==> config.mk <==
export PLATFORM = sky130hd
export DESIGN_NAME = wb_queue
export DESIGN_NICKNAME = d
export VERILOG_FILES = /design/src/rtl/wb_pkg.sv /design/src/rtl/wb_queue_decoder.sv /design/src/rtl/wb_queue.sv
export SDC_FILE = /design/constraint.sdc
export NUM_CORES = 1
export LEC_CHECK = 0
export ABC_AREA = 0
export BUFFER_PORTS_ARGS = -buffer_cell sky130_fd_sc_hd__buf_2
export CAP_MARGIN = 5
export CORE_MARGIN = 10
export CORE_UTILIZATION = 55
export CTS_CLUSTER_DIAMETER = 30
export DETAILED_ROUTE_END_ITERATION = 6
export GPL_ROUTABILITY_DRIVEN = 1
export PLACE_DENSITY = 0.78
export SYNTH_ARGS = -nofsm -noshare
export SYNTH_HDL_FRONTEND = slang
export SYNTH_SLANG_ARGS = --single-unit
==> constraint.sdc <==
create_clock -name clk -period 8.8 [get_ports clk]
set_clock_uncertainty 0.05 [all_clocks]
set_input_delay 0.88 -clock clk [delete_from_list [all_inputs] [get_ports clk]]
set_output_delay 0.88 -clock clk [all_outputs]
set_load 0.01 [all_outputs]
==> src/rtl/wb_pkg.sv <==
// Shared widths and the queue entry type for the write-back queue.
package wb_pkg;

   localparam int ADDR_W = 5;
   localparam int DATA_W = 32;
   localparam int NUM_REGS = 32;

   localparam logic [ADDR_W-1:0] REG_ZERO = '0;

   typedef struct packed {
      logic [ADDR_W-1:0] rd;
      logic [DATA_W-1:0] data;
   } wb_entry_t;

endpackage

==> src/rtl/wb_queue_decoder.sv <==
// One-hot decode of a queued entry's destination register, gated by entry validity.
module decoder_5to32
   import wb_pkg::*;
(
   input  logic                en,
   input  logic [ADDR_W-1:0]   sel,
   output logic [NUM_REGS-1:0] onehot
);

   always_comb begin
      onehot = '0;
      if (en) onehot[sel] = 1'b1;
   end

endmodule

==> src/rtl/wb_queue.sv <==
// In-order write-back FIFO merging load and ALU results onto the single register-file
// write port, with a per-register pending mask for RAW hazard stalls.
module wb_queue
   import wb_pkg::*;
#(
   parameter int DEPTH = 4
)(
   input  logic                      clk,
   input  logic                      reset,
   input  logic                      ld_valid,
   input  logic [ADDR_W-1:0]         ld_rd,
   input  logic [DATA_W-1:0]         ld_data,
   output logic                      ld_ready,
   input  logic                      alu_valid,
   input  logic [ADDR_W-1:0]         alu_rd,
   input  logic [DATA_W-1:0]         alu_data,
   output logic                      alu_ready,
   input  logic                      wb_stall,
   output logic                      reg_wr,
   output logic [ADDR_W-1:0]         rd,
   output logic [DATA_W-1:0]         busW,
   output logic [NUM_REGS-1:0]       pending,
   output logic [$clog2(DEPTH+1)-1:0] count
);

   localparam int PTR_W = $clog2(DEPTH);
   localparam int CNT_W = $clog2(DEPTH+1);

   wb_entry_t                        mem [DEPTH];
   logic [PTR_W-1:0]                 wr_ptr, rd_ptr;
   logic                             ld_fire, alu_fire, deq;
   logic [PTR_W-1:0]                 alu_idx;
   logic [DEPTH-1:0]                 ent_vld;
   logic [DEPTH-1:0][NUM_REGS-1:0]   dec_out;
   logic [NUM_REGS-1:0]              pend_or;
   wb_entry_t                        head;

   // Readiness looks only at registered occupancy; the load owns the last free slot.
   assign ld_ready  = count < CNT_W'(DEPTH);
   assign alu_ready = (count <= CNT_W'(DEPTH-2)) ||
                      ((count == CNT_W'(DEPTH-1)) && !ld_valid);

   // Register-zero writes complete the handshake but never occupy a slot.
   assign ld_fire  = ld_valid  && ld_ready  && (ld_rd  != REG_ZERO);
   assign alu_fire = alu_valid && alu_ready && (alu_rd != REG_ZERO);
   assign alu_idx  = wr_ptr + PTR_W'(ld_fire);

   assign head   = mem[rd_ptr];
   assign reg_wr = (count != '0) && !wb_stall;
   assign deq    = reg_wr;
   assign rd     = (count != '0) ? head.rd   : '0;
   assign busW   = (count != '0) ? head.data : '0;

   always_ff @(posedge clk or negedge reset) begin
      if (!reset) begin
         wr_ptr <= '0;
         rd_ptr <= '0;
         count  <= '0;
      end else begin
         wr_ptr <= wr_ptr + PTR_W'(ld_fire) + PTR_W'(alu_fire);
         rd_ptr <= rd_ptr + PTR_W'(deq);
         count  <= count + CNT_W'(ld_fire) + CNT_W'(alu_fire) - CNT_W'(deq);
      end
   end

   // Payload storage needs no reset: validity comes entirely from pointers and count.
   always_ff @(posedge clk) begin
      if (ld_fire)  mem[wr_ptr]  <= '{rd: ld_rd,  data: ld_data};
      if (alu_fire) mem[alu_idx] <= '{rd: alu_rd, data: alu_data};
   end

   for (genvar i = 0; i < DEPTH; i++) begin : g_ent
      logic [PTR_W-1:0] off;
      assign off        = PTR_W'(i) - rd_ptr;
      assign ent_vld[i] = CNT_W'(off) < count;

      decoder_5to32 u_dec (
         .en     (ent_vld[i]),
         .sel    (mem[i].rd),
         .onehot (dec_out[i])
      );
   end

   always_comb begin
      pend_or = '0;
      for (int i = 0; i < DEPTH; i++) pend_or = pend_or | dec_out[i];
   end

   assign pending = {pend_or[NUM_REGS-1:1], 1'b0};

endmodule

; ---- Word-level counts from Yosys, hierarchy flattened
; Memories as Yosys holds them, arrays and structs flattened.
; Index checks and enable logic that the tools add are counted.
[word_totals]
regBits = 7
mem_count = 1
ram_bits = 148
[op_classes]
addsub = 10
bitwise_logic = 3
mux = 18
reduce_logical = 16
order_cmp = 14
n_eq_ne = 1
[mem_list]
columns = name, words, width, read_ports, rd_clocked_by_memory_dff, write_ports, line
row1 = mem, 4, 37, 5, 0, 2, wb_queue.sv:29  ; wb_entry_t mem [DEPTH];
[op_table]
columns = operator, count
row1 = 32-bit 2-to-1 mux, 5
row2 = 32-bit bitwise OR, 3
row3 = "5-bit by 6-bit less-than comparator with 1-bit output, second input constant", 4
row4 = 1-bit demux with 5-bit select, 4
row5 = "5-bit by 1-bit >= comparator with 1-bit output, second input constant", 4
row6 = 2-bit by 3-bit less-than comparator with 1-bit output, 4
row7 = 1-bit logical AND, 10
row8 = 5-bit nonzero test, 2
row9 = 1-bit 2-to-1 mux, 8
row10 = 2-bit by 1-bit adder with 2-bit output, 3
row11 = 3-bit by 1-bit adder with 3-bit output, 2
row12 = 5-bit 2-to-1 mux, 1
row13 = "1-bit by 2-bit subtractor with 2-bit output, first input constant", 2
row14 = "2-bit subtractor, first input constant", 2
row15 = "3-bit by 2-bit equality test with 1-bit output, second input constant", 1
row16 = "3-bit by 2-bit less-or-equal comparator with 1-bit output, second input constant", 1
row17 = "3-bit less-than comparator, second input constant", 1
row18 = 3-bit nonzero test, 1
row19 = 3-bit by 1-bit subtractor with 3-bit output, 1
row20 = 1-bit zero test, 2
row21 = 1-bit logical OR, 1

; ---- Longest topological paths before layout
; An unclocked memory read counts as a cell.
[depth]
depth_word = 9
mapped_depth = 10

; ---- Hierarchy
; From an unflattened synthesis, not the netlist that was laid out.
[unflattened]
cells_unflattened = 684
hier_area_um2 = 9178.8
[modules_own_cells]
columns = mod, n_inst, seq_area_each_um2, cells_each, area_each_um2
row1 = wb_queue, 1, 4619.4, 496, 8257.9
row2 = decoder_5to32, 4, 0.0, 47, 230.2

; ---- Worst setup path before layout
; Ideal clock, no wire load.
[synth_path]
kind = input -> register
start = in ld_rd[3]
end = mem mem[0][0] (netlist bit) (enable)
cell_stages = 4
required_time_ps = 8263
path_buffers = 0
arrival_time_ps = 4023
slack_ps = 4240
path_cell_list = or3_1 > o311a_1 > inv_1 > o31ai_1
[synth_rtl]
columns = item, line
row1 = from (decl), wb_queue.sv:11  ; input logic [ADDR_W-1:0] ld_rd,
row2 = to (decl), wb_queue.sv:29

; ---- Worst setup path after layout
[layout_path]
start = reg rd_ptr[1]
end = out pending[16]
[layout_between]
elab_chain_cells = 6
word_cells_on_any_way = 15
classes_between = 4 x add/sub / 4 x order compare / 4 x mux / 3 x bitwise
[layout_lines]
columns = item, line
row1 = from (decl), wb_queue.sv:30  ; logic [PTR_W-1:0] wr_ptr, rd_ptr;
row2 = from (signal assigned), wb_queue.sv:61  ; rd_ptr <= rd_ptr + PTR_W'(deq);
row3 = 1-bit by 2-bit subtractor with 2-bit output, wb_queue.sv:74  ; assign off = PTR_W'(i) - rd_ptr;
row4 = 2-bit by 3-bit less-than comparator with 1-bit output, wb_queue.sv:75  ; assign ent_vld[i] = CNT_W'(off) < count;
row5 = 32-bit 2-to-1 mux, wb_queue_decoder.sv:12  ; if (en) onehot[sel] = 1'b1;
row6 = 32-bit bitwise OR (2 in a row), wb_queue.sv:86  ; for (int i = 0; i < DEPTH; i++) pend_or = pend_or | dec_out[i];
row7 = 32-bit bitwise OR *, wb_queue.sv:86
row8 = to (decl), wb_queue.sv:22  ; output logic [NUM_REGS-1:0] pending,
; Mark *: on every way between the ends. The rest lies on a longest branch, timed or not.

==> summary.txt <==
Worst setup path
  • CP Data Required Time: ~8000 ps
  • Reg-to-reg startpoint: count[2]
  • Worst Path Class, Setup: flip-flop to output port
  • Nature of the critical path startpoint: flip-flop
  • Worst Reg-to-Reg Cells: 7
  • CP Capture Type: output port
  • Worst setup startpoint: rd_ptr[1]
  • Crit-path max FO: 41
  • Reg2reg end: mem[0][10]
  • R2R Setup Slk: ~4900 ps
  • WP data arrival: ~3700 ps

Hold path
  • Worst min path class: input pin to async pin

Placed design
  • Final HPWL DP: between 15000 and 20000 µm
  • Dpl ws: approximately 4300 ps
  • Routability cong.: approximately 0.93
  • Port bufs: approximately 150
  • Placed insts: 981

STA
  • RSZ-0062 raised after global routing: false
  • Least-Margin Pin Slew: 1110 ps
  • Fmax: between 200 and 250 MHz
  • Hold WS: ~260 ps
  • Final Max Tran Viols: 0
  • Final Hold Fails: 0
  • Final worst slack: between 4000 and 5000 ps
  • Final setup vio count: 0
  • Relative slew slack: 24.0%
  • Fin crit share: a little over half
  • Fin Setup TNS: 0 ps
  • Min cycle time layout: between 4000 and 5000 ps

Clocking
  • H-tree level count: 4
  • Setup Buffers After CTS: 0
  • CTS Sinks: between 150 and 200
  • CTS Buf Count: 17
  • Reg clk slew, reported paths: 60 ps
  • Post_cts resized: 0
  • Clock latency on the worst-skew pair: 420 ps
  • CTS max path bufs: 2
  • CTS root buf: clkbuf_16
  • Clock tree from TritonCTS: yes
  • Hold-fix buffers, CTS: 0

Yosys
  • Synth Cell Area: just over 9000 µm²
  • Syn_area_per_cell: 14.6 µm²
  • Area leader, netlist: edfxtp_1
  • Most frequent cells after synthesis: edfxtp_1, mux2_2, nor2b_1, mux2_4, mux4_2
  • Synth unique cells: 56
  • Yosys reg bits: ~160
  • Synth top area cells: edfxtp_1, mux2_2, mux4_2
  • Synth warn: 0
  • Post-synth EDFFs: 148
  • Prevailing post-synth register cell: edfxtp_1
  • Post-synthesis cell count: 640
  • Post-synth ARST share: roughly 4.5%
  • Syn_nets: 730
  • Sequential area share after synthesis: between 40 and 50%
  • Most frequent cell after synthesis: edfxtp_1
  • Top cell type's share of synthesized area: between 40% and 50%

Routing
  • Met2 wire len: 12800 µm
  • DR WL/cell: 24.1 µm
  • Routed Antenna Nets: 0
  • Drt drc: 0
  • Top sig layer: met4
  • Met3 WL post-DR: 1780 µm
  • DR vias/cell: between 6 and 7
  • Met1 wire length: between 9000 and 10000 µm
  • Drt pass-1 iters: 5
  • DRT iter0 DRCs: between 400 and 500
  • Final WL: approximately 24000 µm
  • Vias: between 6000 and 7000

Power
  • Peak VDD IR: approximately 0.00017 V
  • Cell area power density: 358 nW/µm²
  • Tot Pwr: 3890 µW
  • Leak Pwr: around 0.0042 µW

Global routing
  • GRT Residual Overflow: 0
  • Vias in the first global route: 6644
  • GR Util All Layers: around 21%
  • Global-route wire length before repair: approximately 37000 µm
  • Largest net degree at the start of global routing: 45
  • Initial antenna violation count: 0

Floorplanning
  • Starting Density: between 50% and 60%
  • Core area: around 17000 µm²
  • Chip Width: 150 µm
  • Die H: around 150 µm
  • Rows: 47
  • Die ar.: 22600 µm²
  • Io pins: 154

Cells and area
  • Storage cell area: around 4600 µm²
  • Share of post-route cells with drive strength above 1: between 40 and 50%
  • Number of fill cells: between 1000 and 1500
  • Nets: 870
  • Area growth from synthesis to layout: 16.5%
  • Finished Layout Cells: roughly 1000
  • Multi-input gate area: approximately 4400 µm²

Job
  • Maxcap violations: 0

Outcome
  • Status: completed
cell families after synthesis:
kind of cell | Yosys count | synth area share, %
simple gates | 130 | 8.51
flops | 155 | 49.5
fa+ha+maj | 11 | 1.64
compound gates | 88 | 7.79
other cells | 1 | 0.0402
buf+inv | 65 | 3.75
mux | 185 | 28.3
xor+xnor | 5 | 0.469
worst max-delay path, cell delays in order (launching register included):
cell and delay, ps:
dfrtp_2 1030, xor2_1 200, ha_1 340, nor2b_1 170
a2111oi_0 1010, a22oi_1 230, o221ai_1 130, buf_2 180
cell usage in the layout, fill, tap and decap left out, types with 5 or more instances in the layout:
cell       Yosys  final
buf_2         10    152
edfxtp_1     148    148
mux2_2        98     98
nor2b_1       47     47
mux2_4        38     38
mux4_2        37     37
inv_1         25     25
clkbuf_16      0     17
nor2_1        15     15
o22ai_1       15     15
o221ai_1      14     14
a221o_1       13     13
mux2_1        12     12
nand2b_1      12     12
a22oi_1       12     12
o2111ai_1      9      9
ha_1           9      9
buf_4          1      9
nand2_1        7      7
and2_1         6      6
nand3b_1       6      6
dfrtp_1        7      5
worst max path at each step:
stage                     cells after the start  slack (ps)     endpoint
after CTS                                     7        4150  pending[20]
after global placement                        8        4450   mem[0][35]
after global routing                          7        3920  pending[17]
after floorplan                               4        4240    mem[0][0]
final                                         7        4160  pending[16]
after detailed placement                      8        4310    mem[0][3]
report_power, final:
group,internal [µW],total [µW],switching [µW]
clock network,497,777,280
logic,815,1810,999
registers,1130,1300,169
stage by stage:
stage / utilization (%) / cell area, µm²
5_1_grt: 65.5 / 10900
3_5_place_dp: 61.7 / 10200
3_3_place_gp: 61.7 / 10200
4_1_cts: 65.5 / 10900
2_1_floorplan: - / 9330
6_report: 65.6 / 10900
sequential cells by signal, indices dropped and copies added, names as in the netlist:
signal and cells:
wr_ptr 2, count 3, rd_ptr 2, mem 148
final cells by class:
type                            instances  share of cell area [%]
Multi-Input combinational cell        420                    40.6
Inverter                               25                   0.863
Sequential cell                       155                    42.5
Tap cell                              220                    2.53
Clock inverter                         10                    1.51
Antenna cell                            2                  0.0460
Clock buffer                           22                    4.36
Timing Repair Buffer                  161                    7.62
per-layer routing:
layer	global-route usage, %	vias up
met3	4.26	32
li1	-	2858
met4	7.09	0
met5	0	-
met2	38.0	285
met1	25.6	3205
Note: power is estimated with default switching activity, not from simulation.
